## src/rtl/router_pkg.sv

```systemverilog
// router_pkg: shared flit type, defaults and read-FSM state encoding for the
// router input buffer.
package router_pkg;

  localparam int unsigned TAM_FLIT_DEFAULT = 16;

  typedef logic [TAM_FLIT_DEFAULT-1:0] flit_t;

  typedef enum logic [2:0] {
    S_IDLE    = 3'd0,
    S_REQ     = 3'd1,
    S_HDR     = 3'd2,
    S_SIZE    = 3'd3,
    S_PAYLOAD = 3'd4,
    S_END     = 3'd5
  } rd_state_e;

  // States in which the head flit may be offered to the crossbar.
  function automatic logic is_xfer_state(input rd_state_e s);
    return (s == S_HDR) || (s == S_SIZE) || (s == S_PAYLOAD);
  endfunction

endpackage

```

## src/rtl/router_fifo.sv

```systemverilog
// router_fifo: circular flit store with head/tail pointers and occupancy count.
// Storage is not reset; only pointers and count are.
module router_fifo #(
  parameter  int unsigned WIDTH = 16,
  parameter  int unsigned DEPTH = 16,
  localparam int unsigned PTR_W = $clog2(DEPTH),
  localparam int unsigned CNT_W = $clog2(DEPTH + 1)
) (
  input  logic             clock,
  input  logic             reset,
  input  logic             wr_en,
  input  logic [WIDTH-1:0] wr_data,
  input  logic             rd_en,
  output logic [WIDTH-1:0] head_c,
  output logic [CNT_W-1:0] count
);

  logic [WIDTH-1:0] mem [DEPTH];
  logic [PTR_W-1:0] head_ptr;
  logic [PTR_W-1:0] tail_ptr;
  logic             wr_ok;
  logic             rd_ok;

  // Writes into a full buffer and reads from an empty one are ignored.
  assign wr_ok  = wr_en && (count != CNT_W'(DEPTH));
  assign rd_ok  = rd_en && (count != '0);
  assign head_c = mem[head_ptr];

  // Flit storage, written at the tail.
  always_ff @(posedge clock) begin
    if (wr_ok) begin
      mem[tail_ptr] <= wr_data;
    end
  end

  // Pointers wrap naturally since DEPTH is a power of two.
  always_ff @(posedge clock or negedge reset) begin
    if (!reset) begin
      head_ptr <= '0;
      tail_ptr <= '0;
      count    <= '0;
    end else begin
      if (wr_ok) begin
        tail_ptr <= tail_ptr + PTR_W'(1);
      end
      if (rd_ok) begin
        head_ptr <= head_ptr + PTR_W'(1);
      end
      case ({wr_ok, rd_ok})
        2'b10:   count <= count + CNT_W'(1);
        2'b01:   count <= count - CNT_W'(1);
        default: count <= count;
      endcase
    end
  end

endmodule

```

## src/rtl/router_input_buffer.sv

```systemverilog
// router_input_buffer: credit-based input buffer of a NoC router port.
// Buffers upstream flits, requests routing for each packet and streams the
// header, size and payload flits to the crossbar.
// Optional feature: define ROUTER_BUF_STATS_EN to add the 32-bit pkt_count
// output counting completed packets.
module router_input_buffer
  import router_pkg::*;
#(
  parameter int unsigned TAM_FLIT     = TAM_FLIT_DEFAULT,
  parameter int unsigned BUFFER_DEPTH = 16
) (
  input  logic                clock,
  input  logic                reset,
  input  logic                rx,
  input  logic [TAM_FLIT-1:0] data_in,
  output logic                credit_o,
  output logic                h,
  input  logic                ack_h,
  output logic                data_av,
  output logic [TAM_FLIT-1:0] data,
  input  logic                data_ack,
  output logic                sender
`ifdef ROUTER_BUF_STATS_EN
  ,
  output logic [31:0]         pkt_count
`endif
);

  localparam int unsigned CNT_W = $clog2(BUFFER_DEPTH + 1);

  rd_state_e           state;
  logic [TAM_FLIT-1:0] head_c;
  logic [TAM_FLIT-1:0] pay_cnt;
  logic [CNT_W-1:0]    count;
  logic                wr_en_c;
  logic                pop_c;
  logic                wr_q;
  logic                head_ready_c;
  logic                end_entry_c;

  router_fifo #(
    .WIDTH (TAM_FLIT),
    .DEPTH (BUFFER_DEPTH)
  ) u_fifo (
    .clock   (clock),
    .reset   (reset),
    .wr_en   (wr_en_c),
    .wr_data (data_in),
    .rd_en   (pop_c),
    .head_c  (head_c),
    .count   (count)
  );

  // Upstream handshake: accept only while a slot is free.
  assign credit_o = (count < CNT_W'(BUFFER_DEPTH));
  assign wr_en_c  = rx && credit_o;

  // A flit written on the last edge is the head only when it is alone in the
  // buffer; hold it back one cycle so it is never offered on the write edge.
  assign head_ready_c = (count > CNT_W'(1)) || ((count == CNT_W'(1)) && !wr_q);

  // Crossbar side: offer head flit in transfer states, zero data otherwise.
  assign data_av = is_xfer_state(state) && head_ready_c;
  assign data    = data_av ? head_c : '0;
  assign pop_c   = data_av && data_ack;

  // Last flit of a packet leaves on this edge.
  assign end_entry_c = pop_c &&
                       (((state == S_SIZE) && (head_c == '0)) ||
                        ((state == S_PAYLOAD) && (pay_cnt <= TAM_FLIT'(1))));

  // Remembers whether the previous edge wrote a flit.
  always_ff @(posedge clock or negedge reset) begin
    if (!reset) begin
      wr_q <= 1'b0;
    end else begin
      wr_q <= wr_en_c;
    end
  end

  // Read FSM: routing request, then header/size/payload transfer, then a
  // one-cycle gap before the next packet. h and sender are registered.
  always_ff @(posedge clock or negedge reset) begin
    if (!reset) begin
      state   <= S_IDLE;
      h       <= 1'b0;
      sender  <= 1'b0;
      pay_cnt <= '0;
    end else begin
      case (state)
        S_IDLE: begin
          if (count != '0) begin
            state <= S_REQ;
            h     <= 1'b1;
          end
        end
        S_REQ: begin
          if (ack_h) begin
            state  <= S_HDR;
            h      <= 1'b0;
            sender <= 1'b1;
          end
        end
        S_HDR: begin
          if (pop_c) begin
            state <= S_SIZE;
          end
        end
        S_SIZE: begin
          if (pop_c) begin
            pay_cnt <= head_c;
            if (end_entry_c) begin
              state  <= S_END;
              sender <= 1'b0;
            end else begin
              state <= S_PAYLOAD;
            end
          end
        end
        S_PAYLOAD: begin
          if (pop_c) begin
            if (pay_cnt != '0) begin
              pay_cnt <= pay_cnt - TAM_FLIT'(1);
            end
            if (end_entry_c) begin
              state  <= S_END;
              sender <= 1'b0;
            end
          end
        end
        S_END: begin
          state <= S_IDLE;
        end
        default: begin
          state  <= S_IDLE;
          h      <= 1'b0;
          sender <= 1'b0;
        end
      endcase
    end
  end

`ifdef ROUTER_BUF_STATS_EN
  // Completed-packet counter, wraps modulo 2^32.
  always_ff @(posedge clock or negedge reset) begin
    if (!reset) begin
      pkt_count <= '0;
    end else if (end_entry_c) begin
      pkt_count <= pkt_count + 32'd1;
    end
  end
`endif

endmodule

```

## config.mk

```make
export PLATFORM = sky130hd
export DESIGN_NAME = router_input_buffer
export DESIGN_NICKNAME = d
export VERILOG_FILES = /design/src/rtl/router_pkg.sv /design/src/rtl/router_fifo.sv /design/src/rtl/router_input_buffer.sv
export SDC_FILE = /design/constraint.sdc
export NUM_CORES = 1
export LEC_CHECK = 0
export BUFFER_PORTS_ARGS = -buffer_cell sky130_fd_sc_hd__buf_2
export CAP_MARGIN = 0
export CELL_PAD_IN_SITES_DETAIL_PLACEMENT = 0
export CELL_PAD_IN_SITES_GLOBAL_PLACEMENT = 1
export CORE_ASPECT_RATIO = 0.8
export CORE_MARGIN = 2
export CORE_UTILIZATION = 37
export CTS_BUF_LIST = sky130_fd_sc_hd__clkbuf_16
export CTS_CLUSTER_SIZE = 24
export DETAILED_ROUTE_END_ITERATION = 12
export PLACE_DENSITY = 0.69
export RECOVER_POWER = 25
export SETUP_SLACK_MARGIN = 0.3
export SYNTH_ARGS = -nofsm -noshare
export SYNTH_HDL_FRONTEND = slang
export SYNTH_SLANG_ARGS = --single-unit
export TNS_END_PERCENT = 20
```

## constraint.sdc

```tcl
create_clock -name clock -period 3.8 [get_ports clock]
set_input_delay 0.76 -clock clock [delete_from_list [all_inputs] [get_ports clock]]
set_output_delay 0.76 -clock clock [all_outputs]
set_load 0.03 [all_outputs]
```

# == Word-level counts from Yosys, hierarchy flattened ==
# Memory sizes are Yosys's and may differ from the RTL's.
# Index checks and enable logic that the tools add are counted.
# classes
n_lt_le_gt_ge,3
mul,0
n_div,0
n_reduce_logical,27
shifts,0
bitwise,2
mux,23
eq_ne,18
addsub,5
# ops
cell,n
$mux 16,4
$pmux 16 s2,1
$mux 3,6
$le 16x1->1 const B,1
$logic_not 16->1,1
$reduce_bool 16->1,1
$sub 16x1->16 const B,1
$pmux 3 s5,1
$ne 2x2->1 const B,6
$pmux 5 s2,1
$logic_and 1x1->1,9
$add 4x1->4 const B,2
$mux 1,8
$reduce_and 4->1,2
$eq 3x2->1 const B,2
$eq 3x3->1 const B,2
$ne 2x1->1 const B,3
$pmux 1 s3,2
$reduce_and 6->1,1
$add 5x1->5 const B,1
$eq 5x1->1 const B,1
$gt 5x1->1 const B,1
$lt 5x5->1 const B,1
$ne 5x5->1 const B,1
other kinds (14),19
# word_totals
word_cells,87
mem_bits_ro,0
in_bits,21
regBits,35
output_inout_bits,20
ramBits,256
n_memories,1
latchBits,0
# memory_table
memory,depth,width,rd,rd_clocked_by_memory_dff,wr,line,rtl
u_fifo.mem,16,16,1,0,1,router_fifo.sv:18,logic [WIDTH-1:0] mem [DEPTH];

# == Longest topological paths before layout ==
# Gate-level depths: netlist (run 1).
# depth
depth_word,9
mapped_depth,11
depth_no_buf,11

# == Hierarchy ==
# From an unflattened synthesis (run 1), not the netlist that was laid out.
# hier_totals
cells_unflattened,752
area_unflattened_um2,12268.0
# by_module_without_submodules
mod,instances,cells_per_inst,seq_area_each_um2,area_per_inst_um2
router_fifo,1,552,8012.7,10632.7
router_input_buffer,1,200,550.5,1635.3

# == Least setup slack after synthesis (run 1) ==
# No wires, ideal clock.
# synth_timing
path_kind,register to output
start,register u_fifo.count[0]
end,output port data[10]
stages_incl_launch_ff,8
arrival_ns,2.271
path_buffers,2
required_time_ns,3.040
path_slack_ns,0.769
cell_sequence,dfrtp_1 -> ha_1 -> and2_1 -> o21ai_0 -> a21boi_1 -> clkbuf_1 -> clkbuf_1 -> and2_1
# synth_via
elab_chain_len,5
word_cells_on_any_way,6
cone_classes,order compare (1); eq/ne (1); mux (1); reduce/logical (3)
# synth_rtl
item,line,rtl
start: declaration,router_fifo.sv:15,output logic [CNT_W-1:0] count
start signal: assignment,router_fifo.sv:50,2'b10: count <= count + CNT_W'(1);
start signal: assignment,router_fifo.sv:51,2'b01: count <= count - CNT_W'(1);
start signal: assignment,router_fifo.sv:52,default: count <= count;
"parallel branches: the longest is 2 deep, another holds $gt 5x1->1",--,
$logic_or 1x1->1 (*),router_input_buffer.sv:60,assign head_ready_c = (count > CNT_W'(1)) || ((count == CNT_W'(1)) && !wr_q);
$logic_and 1x1->1 (*),router_input_buffer.sv:63,assign data_av = is_xfer_state(state) && head_ready_c;
via data_av,router_input_buffer.sv:19,"output logic data_av,"
$mux 16 (*),router_input_buffer.sv:64,assign data = data_av ? head_c : '0;
end: declaration,router_input_buffer.sv:20,"output logic [TAM_FLIT-1:0] data,"
# Mark *: on every way through the listed nets, which the timed path passes.

# == Worst setup path after layout (run 1) ==
# layout_timing
start,register u_fifo.head_ptr[0]
end,output port data[4]
# layout_via
elab_chain_len,2
# layout_rtl
item,line,rtl
start: declaration,router_fifo.sv:19,logic [PTR_W-1:0] head_ptr;
start signal: assignment,router_fifo.sv:47,head_ptr <= head_ptr + PTR_W'(1);
$mem_v2 16x16,--,
$mux 16,router_input_buffer.sv:64,
# Every way passes these cells.

==> flow_metrics.env, run 1 <==
export IMPL_final_setup_tns_ns=0
export IMPL_rr_startpoint="u_fifo.count[1]"
export IMPL_synth_lib_cells_used_distinct=49
export IMPL_async_reset_ff_frac=0.1203
export IMPL_tritoncts_num_buffers=28
export IMPL_post_place_cells=1206
export IMPL_cts_htree_levels=1
export IMPL_p_leak_nw=4.875
export IMPL_critPathKind="flip-flop to output pin"
export IMPL_final_hold_violation_count=0
export IMPL_synth_area_sq_mm=0.01208
export IMPL_post_drt_via_cell_ratio=5.389
export IMPL_post_dp_cell_area_sq_mm=0.01291
export IMPL_critPathLaunchType="flip-flop"
export IMPL_path_cells="buf_16, mux4_2, a22oi_1, nand2_1, and2_1, buf_2"
export IMPL_finalCoreUtilization=0.4303
export IMPL_cp_buffers_inverters=2
export IMPL_finalWorstPathRequiredPeriod_ns=3.478
export IMPL_finalNonFillerCells=1259
export IMPL_worst_vdd_ir_mv=0.3535
export IMPL_timing_slew_headroom=0.4022
export IMPL_post_route_cell_area_sq_mm=0.01391
export IMPL_crit_path_top_delay_cell="sky130_fd_sc_hd__mux4_2"
export IMPL_mappedNetlistNets=776
export IMPL_worstReg2RegEnd="u_fifo.count[3]"
export IMPL_post_synth_inst_count=743
export IMPL_synth_seq_cells=291
export IMPL_outcome="finished, final reports clean"
export IMPL_ioPinCount=41
export IMPL_synth_common_cells="sky130_fd_sc_hd__edfxtp_1 (256), sky130_fd_sc_hd__mux2i_1 (65), sky130_fd_sc_hd__dfrtp_1 (35), sky130_fd_sc_hd__nand2_1 (35), sky130_fd_sc_hd__and2_1 (34)"
export IMPL_clock_tree_root_cell="sky130_fd_sc_hd__clkbuf_16"
export IMPL_area_growth_synth_to_final_pct=15.18
export IMPL_yosys_cell_count_top_type="sky130_fd_sc_hd__edfxtp_1"
export IMPL_synthesis_yosys_warnings=0
export IMPL_avgSynthCellArea_sq_um=16.26
export IMPL_cap_violations=0
export IMPL_netlist_top_cells_area="sky130_fd_sc_hd__edfxtp_1 (64%), sky130_fd_sc_hd__dfrtp_1 (7.3%), sky130_fd_sc_hd__mux4_2 (6.0%)"
export IMPL_maximum_number_of_pins_on_one_net_before_global_route_repair=36
export IMPL_p_total_mw=10.74
export IMPL_power_density_cell_area_mw_per_mm2=771.7
export IMPL_critical_path_max_stage_delay_ns=0.55
export IMPL_cts_max_path_buffers=3
export IMPL_timing_hold_worst_class="input port to asynchronous set/reset pin"
export IMPL_reg2reg_slack_ns=0.74
export IMPL_cp_end_kind="output pin"
export IMPL_critical_path_top_delay_family="multiplexers"
export IMPL_synth_top_cell_by_area="sky130_fd_sc_hd__edfxtp_1"
export IMPL_routed_wl_mm=28.53
export IMPL_ys_seq_area_frac=0.7089
export IMPL_placement_rows=59
export IMPL_initial_core_util=0.3736
export IMPL_worst_ep_arrival_time_ns=2.72
export IMPL_global_route_usage_total=0.1691
export IMPL_drc_errors=0
export IMPL_place_congestion=0.8289
export IMPL_depth_of_the_worst_register_to_register_path=12
export IMPL_rsz0062_at_grt="true"
export IMPL_report_final_slew_viol_count=0
export IMPL_antenna_found_initial=0
export IMPL_clkLatencyLatePin_ns=0.55
export IMPL_first_global_vias=6545
export IMPL_vias=6785
export IMPL_wire_per_inst_microns=22.66
export IMPL_antenna_cells=0
export IMPL_antenna_left=0
export IMPL_numPortBuffers=40
export IMPL_synthFlopType="sky130_fd_sc_hd__edfxtp_1"
export IMPL_worst_pin_slew_ns=0.8957
export IMPL_timing_clock_skew_ns=0.01170
export IMPL_clock_sink_count=291
export IMPL_global_route_wire_length_before_repair_mm=42.58
export IMPL_cts_clk_slew_worst_paths_ns=0.07
export IMPL_ctsHoldBuffers=0
export IMPL_overflow=0
export IMPL_tritoncts="built"
export IMPL_drive_above_1_share=0.1911
export IMPL_worst_endpoint_required_ns=3.04
export IMPL_drt_pass1_iterations=5
export IMPL_detailed_place_hpwl_mm=17.50
export IMPL_yosysTopAreaCellShare=0.6364
export IMPL_floorplan_die_area_sq_mm=0.03412
export IMPL_drc_marker_count_from_the_first_detailed_route_iteration=704
export IMPL_finalSetupViolations=0
export IMPL_horiz_die_dim_microns=206.0
export IMPL_fillerInstances=2891
export IMPL_fmax_ghz=0.2875
export IMPL_maximum_net_fanout_on_the_critical_path=34
export IMPL_finish_net_count=844
export IMPL_die_height_microns=165.6
export IMPL_synth_enable_flop_cells=256
export IMPL_finalCritPeriodShare=0.9153
export IMPL_design_core_area_sq_mm=0.03233
layout make-up:
class                           instances  area [sq um]  area share
Timing Repair Buffer                   74         504.2     0.03624
Multi-Input combinational cell        403          3356      0.2412
Tap cell                              427         534.3     0.03840
Clock buffer                           29         725.7     0.05215
Sequential cell                       291          8567      0.6157
Inverter                               13         48.80    0.003507
Clock inverter                         22         178.9     0.01286
layout by cell type (no fill, tap or decap), types with 5 or more instances in the layout:
| cell type | count |
|---|---|
| sky130_fd_sc_hd__inv_1 | 17 |
| sky130_fd_sc_hd__o21ai_1 | 16 |
| sky130_fd_sc_hd__ha_1 | 12 |
| sky130_fd_sc_hd__mux4_2 | 32 |
| sky130_fd_sc_hd__clkbuf_1 | 12 |
| sky130_fd_sc_hd__edfxtp_1 | 256 |
| sky130_fd_sc_hd__mux2i_1 | 65 |
| sky130_fd_sc_hd__nand2_1 | 31 |
| sky130_fd_sc_hd__a21oi_1 | 28 |
| sky130_fd_sc_hd__buf_2 | 28 |
| sky130_fd_sc_hd__and2_1 | 34 |
| sky130_fd_sc_hd__clkbuf_16 | 29 |
| sky130_fd_sc_hd__xnor2_1 | 8 |
| sky130_fd_sc_hd__nor2_1 | 31 |
| sky130_fd_sc_hd__buf_4 | 27 |
| sky130_fd_sc_hd__o21ai_0 | 29 |
| sky130_fd_sc_hd__clkinv_1 | 6 |
| sky130_fd_sc_hd__a221oi_1 | 23 |
| sky130_fd_sc_hd__a22oi_1 | 16 |
| sky130_fd_sc_hd__a221oi_2 | 9 |
| sky130_fd_sc_hd__clkinv_2 | 7 |
| sky130_fd_sc_hd__dfrtp_1 | 34 |
| sky130_fd_sc_hd__nand3_1 | 7 |
| sky130_fd_sc_hd__nand4_1 | 7 |
| sky130_fd_sc_hd__nor4_1 | 5 |
| sky130_fd_sc_hd__nor3_1 | 12 |
layer usage:
| metal | vias to the layer above | share of wire | global-route usage | wire length (microns) |
|---|---|---|---|---|
| met3 | 32 | 0.063 | 0.03070 | 1785 |
| met1 | 3446 | 0.49 | 0.2709 | 13920 |
| met5 | - | 0 | 0 | 0 |
| met2 | 221 | 0.43 | 0.2409 | 12350 |
| met4 | 0 | 0.016 | 0.03106 | 470 |
| li1 | 3086 | - | - | - |
through the flow:
stage | setup slack, ns | hold slack, ns
after floorplan | 0.7689 | 0.4644
after global placement | 0.7456 | 0.4911
after detailed placement | 0.6934 | 0.4971
after CTS | 0.2551 | 0.3401
after global routing | 0.2063 | 0.3730
final | 0.3218 | 0.3105
logic make-up (layout without fill, tap and decap cells):
logic type               count (synthesis)  after routing  share of synthesized area
buffers and inverters                   49            138                    0.01947
AND/OR/NAND/NOR                        147            147                    0.06266
adder cells (fa/ha/maj)                 12             12                    0.01243
flip-flops                             291            291                     0.7089
XOR/XNOR                                11             11                   0.007976
multiplexers                            99             99                     0.1154
AO/OA/AOI/OAI                          134            134                    0.07323
flip-flops by register name, indices dropped and copies added (netlist names):
register         count
h                    1
pay_cnt             16
sender               1
state                3
u_fifo.count         5
u_fifo.head_ptr      4
u_fifo.mem         256
u_fifo.tail_ptr      4
wr_q                 1
power breakdown:
part	leakage, nW	switching [mW]	internal, mW	total (mW)
clock network	0.466	1.17	1.58	2.75
logic	1.69	2.44	1.50	3.94
registers	2.72	0.258	3.79	4.05
total	4.87	3.86	6.88	10.7
worst max-delay path by stage:
stage                       startpoint        to  cells past startpoint  slack, ns
floorplan              u_fifo.count[0]  data[10]                      7       0.77
global placement    u_fifo.head_ptr[0]  data[13]                      6       0.75
detailed placement  u_fifo.head_ptr[1]   data[7]                      7       0.69
CTS                 u_fifo.head_ptr[1]   data[8]                      8       0.26
global route        u_fifo.head_ptr[2]   data[0]                      8       0.21
finish              u_fifo.head_ptr[0]   data[4]                      6       0.32
what timing repair did:
item,in CTS,in global routing
gates resized for setup,4,17
pin swaps,0,0
setup buffers,2,0
setup endpoints to repair,16,16
(Power assumes the default switching activity.)
==> run 2, diff against run 1 <==
==> constraint.sdc (replaced) <==
create_clock -name clock -period 3.8 [get_ports clock]
set_input_delay 0.38 -clock clock [delete_from_list [all_inputs] [get_ports clock]]
set_output_delay 0.38 -clock clock [all_outputs]
set_load 0.03 [all_outputs]
==> flow_metrics.env, run 2 (synthesized netlist as in run 1, its figures left out) <==
export IMPL_outcome="finished, final reports clean"
export IMPL_antenna_left=0
export IMPL_fillerInstances=2912
export IMPL_cp_end_kind="output pin"
export IMPL_cap_violations=0
export IMPL_final_setup_tns_ns=0
export IMPL_drc_marker_count_from_the_first_detailed_route_iteration=681
export IMPL_largest_reg_flops=256
export IMPL_timing_slew_headroom=0.2668
export IMPL_path_cells="and2_1, buf_4, a221oi_1, o21ai_0, nand2_1, and2_1, buf_2"
export IMPL_post_cts_resize_count=0
export IMPL_horiz_die_dim_microns=206.0
export IMPL_multi_input_logic_area_sq_mm=0.003284
export IMPL_placement_rows=59
export IMPL_clkLatencyLatePin_ns=0.55
export IMPL_detailed_place_hpwl_mm=17.34
export IMPL_maximum_number_of_pins_on_one_net_before_global_route_repair=36
export IMPL_crit_path_top_delay_cell="sky130_fd_sc_hd__dfrtp_1"
export IMPL_timing_clock_skew_ns=0.02061
export IMPL_critPathKind="flip-flop to output pin"
export IMPL_layout_top_registers="u_fifo.mem: 256 flops, pay_cnt: 16 flops, u_fifo.count: 5 flops"
export IMPL_power_density_cell_area_mw_per_mm2=760.8
export IMPL_die_height_microns=165.6
export IMPL_finalWorstPathRequiredPeriod_ns=3.288
export IMPL_critPathLaunchType="flip-flop"
export IMPL_place_congestion=0.7768
export IMPL_seqCellArea_sq_mm=0.008567
export IMPL_final_worst_path_setup_slack_ns=0.5120
export IMPL_worst_endpoint_required_ns=3.42
export IMPL_report_final_slew_viol_count=0
export IMPL_floorplan_die_area_sq_mm=0.03412
export IMPL_drc_errors=0
export IMPL_fmax_ghz=0.3041
export IMPL_first_global_vias=6803
export IMPL_worst_ep_arrival_time_ns=2.91
export IMPL_global_route_usage_total=0.1663
export IMPL_ioPinCount=41
export IMPL_antenna_found_initial=1
export IMPL_tritoncts_num_buffers=29
export IMPL_cpMostUsedCell="sky130_fd_sc_hd__and2_1"
export IMPL_global_route_wire_length_before_repair_mm=42.28
export IMPL_cts_max_path_buffers=3
export IMPL_final_hold_violation_count=0
export IMPL_mostFrequentLayoutCell="sky130_fd_sc_hd__edfxtp_1"
export IMPL_finish_net_count=845
export IMPL_p_leak_nw=4.828
export IMPL_clock_tree_root_cell="sky130_fd_sc_hd__clkbuf_16"
export IMPL_finalSetupViolations=0
export IMPL_cts_clk_slew_worst_paths_ns=0.07
export IMPL_final_cell_mix="sky130_fd_sc_hd__edfxtp_1 (256), sky130_fd_sc_hd__mux2i_1 (65), sky130_fd_sc_hd__nand2_1 (35)"
export IMPL_maximum_net_fanout_on_the_critical_path=33
export IMPL_routed_wl_mm=28.10
export IMPL_clock_sink_count=291
export IMPL_top_register_by_number_of_flip_flops="u_fifo.mem"
export IMPL_tritoncts="built"
export IMPL_rsz0062_at_grt="false"
export IMPL_antenna_cells=0
export IMPL_drt_pass1_iterations=8
export IMPL_worst_vdd_ir_mv=0.3986
export IMPL_post_drt_via_cell_ratio=5.456
export IMPL_finalCritPeriodShare=0.8653
export IMPL_vias=6874
export IMPL_reg2reg_slack_ns=0.69
export IMPL_worst_pin_slew_ns=1.100
export IMPL_cts_htree_levels=1
export IMPL_design_core_area_sq_mm=0.03233
export IMPL_timing_hold_worst_class="input port to flip-flop"
export IMPL_initial_core_util=0.3736
export IMPL_critical_path_max_stage_delay_ns=0.58
export IMPL_wire_per_inst_microns=22.30
export IMPL_numPortBuffers=40
export IMPL_area_growth_synth_to_final_pct=14.00
export IMPL_overflow=0
export IMPL_drive_above_1_share=0.1729
export IMPL_dpl_worst_slack_ns=0.6983
[run 2: cell type report]
cell class,instances,share of cell area
Clock buffer,29,0.05269
Sequential cell,291,0.6221
Clock inverter,23,0.009812
Tap cell,427,0.03879
Timing Repair Buffer,74,0.03461
Inverter,13,0.003543
Multi-Input combinational cell,403,0.2385
[run 2: final timing paths]
kind / start / cells past startpoint / to
min: data_in[10] / 1 / u_fifo.mem[8][10]
max in group asynchronous: reset / 2 / u_fifo.head_ptr[0]
max: u_fifo.head_ptr[1] / 7 / data[11]
min in group asynchronous: reset / 2 / pay_cnt[1]
max reg2reg: u_fifo.count[1] / 11 / u_fifo.count[3]
min reg2reg: pay_cnt[8] / 2 / pay_cnt[8]
[run 2: layer usage]
layer | vias up | share of wire | GRT usage
met4 | 2 | 0.017 | 0.03478
li1 | 3080 | - | -
met2 | 221 | 0.44 | 0.2437
met5 | - | 0.00046 | 0
met1 | 3533 | 0.47 | 0.2555
met3 | 38 | 0.069 | 0.03444
[run 2: worst max-delay path: cells and delay by family (launching register included)]
family | cells | cell delay [ns]
and+or+nand+nor | 3 | 0.65
AOI/OAI and AO/OA | 2 | 0.66
buffers and inverters | 2 | 0.47
DFF | 1 | 0.58
[run 2: report_power, final]
| part | internal (mW) | total, mW | leakage [nW] | switching (mW) |
|---|---|---|---|---|
| Clock | 1.45 | 2.61 | 0.459 | 1.16 |
| Sequential | 3.79 | 4.11 | 2.72 | 0.321 |
| Combinational | 1.44 | 3.76 | 1.65 | 2.32 |
| Total | 6.68 | 10.5 | 4.83 | 3.80 |
[run 2: stage by stage]
| stage | hold WS, ns | cells | instance area, sq um | utilization | power, mW |
|---|---|---|---|---|---|
| floorplan | 0.08441 | 743 | 12080 | - | 6.731 |
| global placement | 0.4938 | 1206 | 12900 | 0.3990 | 7.916 |
| detailed placement | 0.5003 | 1206 | 12900 | 0.3990 | 7.930 |
| CTS | 0.1868 | 1259 | 13770 | 0.4259 | 10.55 |
| global route | 0.2224 | 1260 | 13770 | 0.4259 | 11.04 |
| finish | 0.2227 | 1260 | 13770 | 0.4259 | 10.48 |
[run 2: what timing repair did]
| action | 4_1_cts | 5_1_grt |
|---|---|---|
| hold endpoints to repair | 35 | 0 |
| buffers inserted | 0 | 1 |
| endpoints found under the setup margin | 0 | 4 |
| hold buffers | 1 | 0 |
==> run 3, diff against run 2 <==
- clock period: 3.8 -> 3.67 ns (I/O delays scaled with it)
==> flow_metrics.env, run 3 (synthesized netlist as in run 1, its figures left out) <==
export IMPL_post_drt_via_cell_ratio=5.448
export IMPL_timing_slew_headroom=0.4052
export IMPL_mostFrequentLayoutCell="sky130_fd_sc_hd__edfxtp_1"
export IMPL_layout_top_registers="u_fifo.mem: 256 flops, pay_cnt: 16 flops, u_fifo.count: 5 flops"
export IMPL_first_global_vias=6807
export IMPL_place_congestion=0.7834
export IMPL_worst_endpoint_required_ns=3.30
export IMPL_drc_marker_count_from_the_first_detailed_route_iteration=619
export IMPL_cts_max_path_buffers=3
export IMPL_finalCoreUtilization=0.4264
export IMPL_worst_vdd_ir_mv=0.3879
export IMPL_power_density_cell_area_mw_per_mm2=788.9
export IMPL_routed_wl_mm=28.50
export IMPL_largest_reg_flops=256
export IMPL_path_cells="buf_4, mux4_2, a22oi_1, nand2_1, and2_1, buf_2"
export IMPL_drt_pass1_iterations=5
export IMPL_cp_end_kind="output pin"
export IMPL_critical_path_max_stage_delay_ns=0.52
export IMPL_global_route_usage_total=0.1688
export IMPL_horiz_die_dim_microns=206.0
export IMPL_fmax_ghz=0.3098
export IMPL_final_cell_mix="sky130_fd_sc_hd__edfxtp_1 (256), sky130_fd_sc_hd__mux2i_1 (65), sky130_fd_sc_hd__buf_4 (38)"
export IMPL_p_total_mw=10.88
export IMPL_floorplan_die_area_sq_mm=0.03412
export IMPL_cap_violations=0
export IMPL_critPathLaunchType="flip-flop"
export IMPL_fillerInstances=2932
export IMPL_ioPinCount=41
export IMPL_tritoncts="built"
export IMPL_finalWorstPathRequiredPeriod_ns=3.228
export IMPL_vias=6892
export IMPL_design_core_area_sq_mm=0.03233
export IMPL_final_setup_tns_ns=0
export IMPL_overflow=0
export IMPL_wire_per_inst_microns=22.53
export IMPL_cts_htree_levels=1
export IMPL_clkLatencyLatePin_ns=0.54
export IMPL_crit_path_top_delay_cell="sky130_fd_sc_hd__buf_4"
export IMPL_timing_hold_worst_class="input port to flip-flop"
export IMPL_global_route_wire_length_before_repair_mm=43.04
export IMPL_drc_errors=0
export IMPL_p_leak_nw=4.834
export IMPL_finalSetupViolations=0
export IMPL_clock_sink_count=291
export IMPL_worst_pin_slew_ns=0.8922
export IMPL_timing_clock_skew_ns=0.009820
export IMPL_maximum_net_fanout_on_the_critical_path=30
export IMPL_top_register_by_number_of_flip_flops="u_fifo.mem"
export IMPL_report_final_slew_viol_count=0
export IMPL_maximum_number_of_pins_on_one_net_before_global_route_repair=36
export IMPL_antenna_found_initial=0
export IMPL_antenna_left=0
export IMPL_drive_above_1_share=0.1790
export IMPL_rsz0062_at_grt="true"
export IMPL_numPortBuffers=40
export IMPL_finish_net_count=850
export IMPL_critPathKind="flip-flop to output pin"
export IMPL_tritoncts_num_buffers=27
export IMPL_placement_rows=59
export IMPL_area_growth_synth_to_final_pct=14.13
export IMPL_finalCritPeriodShare=0.8796
export IMPL_outcome="finished, final reports clean"
export IMPL_worst_ep_arrival_time_ns=2.86
export IMPL_initial_core_util=0.3736
export IMPL_antenna_cells=0
export IMPL_final_hold_violation_count=0
export IMPL_die_height_microns=165.6
export IMPL_clock_tree_root_cell="sky130_fd_sc_hd__clkbuf_16"
export IMPL_cts_clk_slew_worst_paths_ns=0.06
export IMPL_detailed_place_hpwl_mm=17.66
export IMPL_timing_hold_ws_ns=0.2120
[run 3: cell count changes in the layout (fill, tap and decap cells not counted), moves of 2 or more]
cell | before | now
sky130_fd_sc_hd__buf_4 | 30 | 38
sky130_fd_sc_hd__inv_1 | 20 | 17
sky130_fd_sc_hd__buf_12 | 2 | 0
sky130_fd_sc_hd__clkbuf_16 | 29 | 27
sky130_fd_sc_hd__clkinv_2 | 6 | 8
sky130_fd_sc_hd__inv_6 | 2 | 0
[run 3: stage by stage]
step                      worst slack, ns  cell area [sq um]  std cells
final                              0.4420              13790       1265
after global routing               0.2863              13790       1265
after CTS                          0.3612              13800       1265
after detailed placement           0.6388              12930       1213
after global placement             0.7471              12930       1213
after floorplan                    0.7479              12080        743
[run 3: what timing repair did]
item                                    CTS  global route
gates resized for setup                   0             1
hold buffers                              1             0
buffers inserted                          1             0
endpoints found under the hold margin    35             0
endpoints found under the setup margin    2             2
[run 3: worst max-delay path, delay by kind of cell (launching register included)]
family,cells,cell delay [ns]
buffers and inverters,2,0.69
muxes,1,0.42
AOI/OAI and AO/OA,1,0.28
and+or+nand+nor,2,0.40
DFF,1,0.51
[run 3: area by class of cell]
cell class,count,area [sq um],share of cell area
flip-flops and latches,291,8567,0.6214
clock buffers,27,675.6,0.04901
inverters,13,48.80,0.003539
repair buffers,81,506.7,0.03675
clock inverters,23,170.2,0.01234
well taps,427,534.3,0.03875
multi-input cells,403,3284,0.2382
[run 3: where the power goes]
group | switching [mW] | internal, mW | total (mW)
clock network | 1.20 | 1.49 | 2.69
registers | 0.284 | 3.93 | 4.21
logic | 2.48 | 1.50 | 3.98
[run 3: layer usage]
metal,track usage,up-vias,part of all wire
li1,-,3086,-
met1,0.2592,3541,0.47
met5,0,-,0
met4,0.03230,0,0.014
met3,0.02834,28,0.063
met2,0.2536,237,0.45
[run 3: worst paths after layout]
check / start / to / slack (ns) / cells past startpoint
max in group asynchronous: reset / u_fifo.head_ptr[0] / 2.53 / 2
min: data_in[3] / u_fifo.mem[10][3] / 0.21 / 1
max: u_fifo.head_ptr[1] / data[7] / 0.44 / 6
min in group asynchronous: reset / pay_cnt[1] / 0.47 / 2
min reg2reg: u_fifo.count[3] / u_fifo.count[3] / 0.51 / 1
max reg2reg: u_fifo.count[0] / u_fifo.count[3] / 0.62 / 11
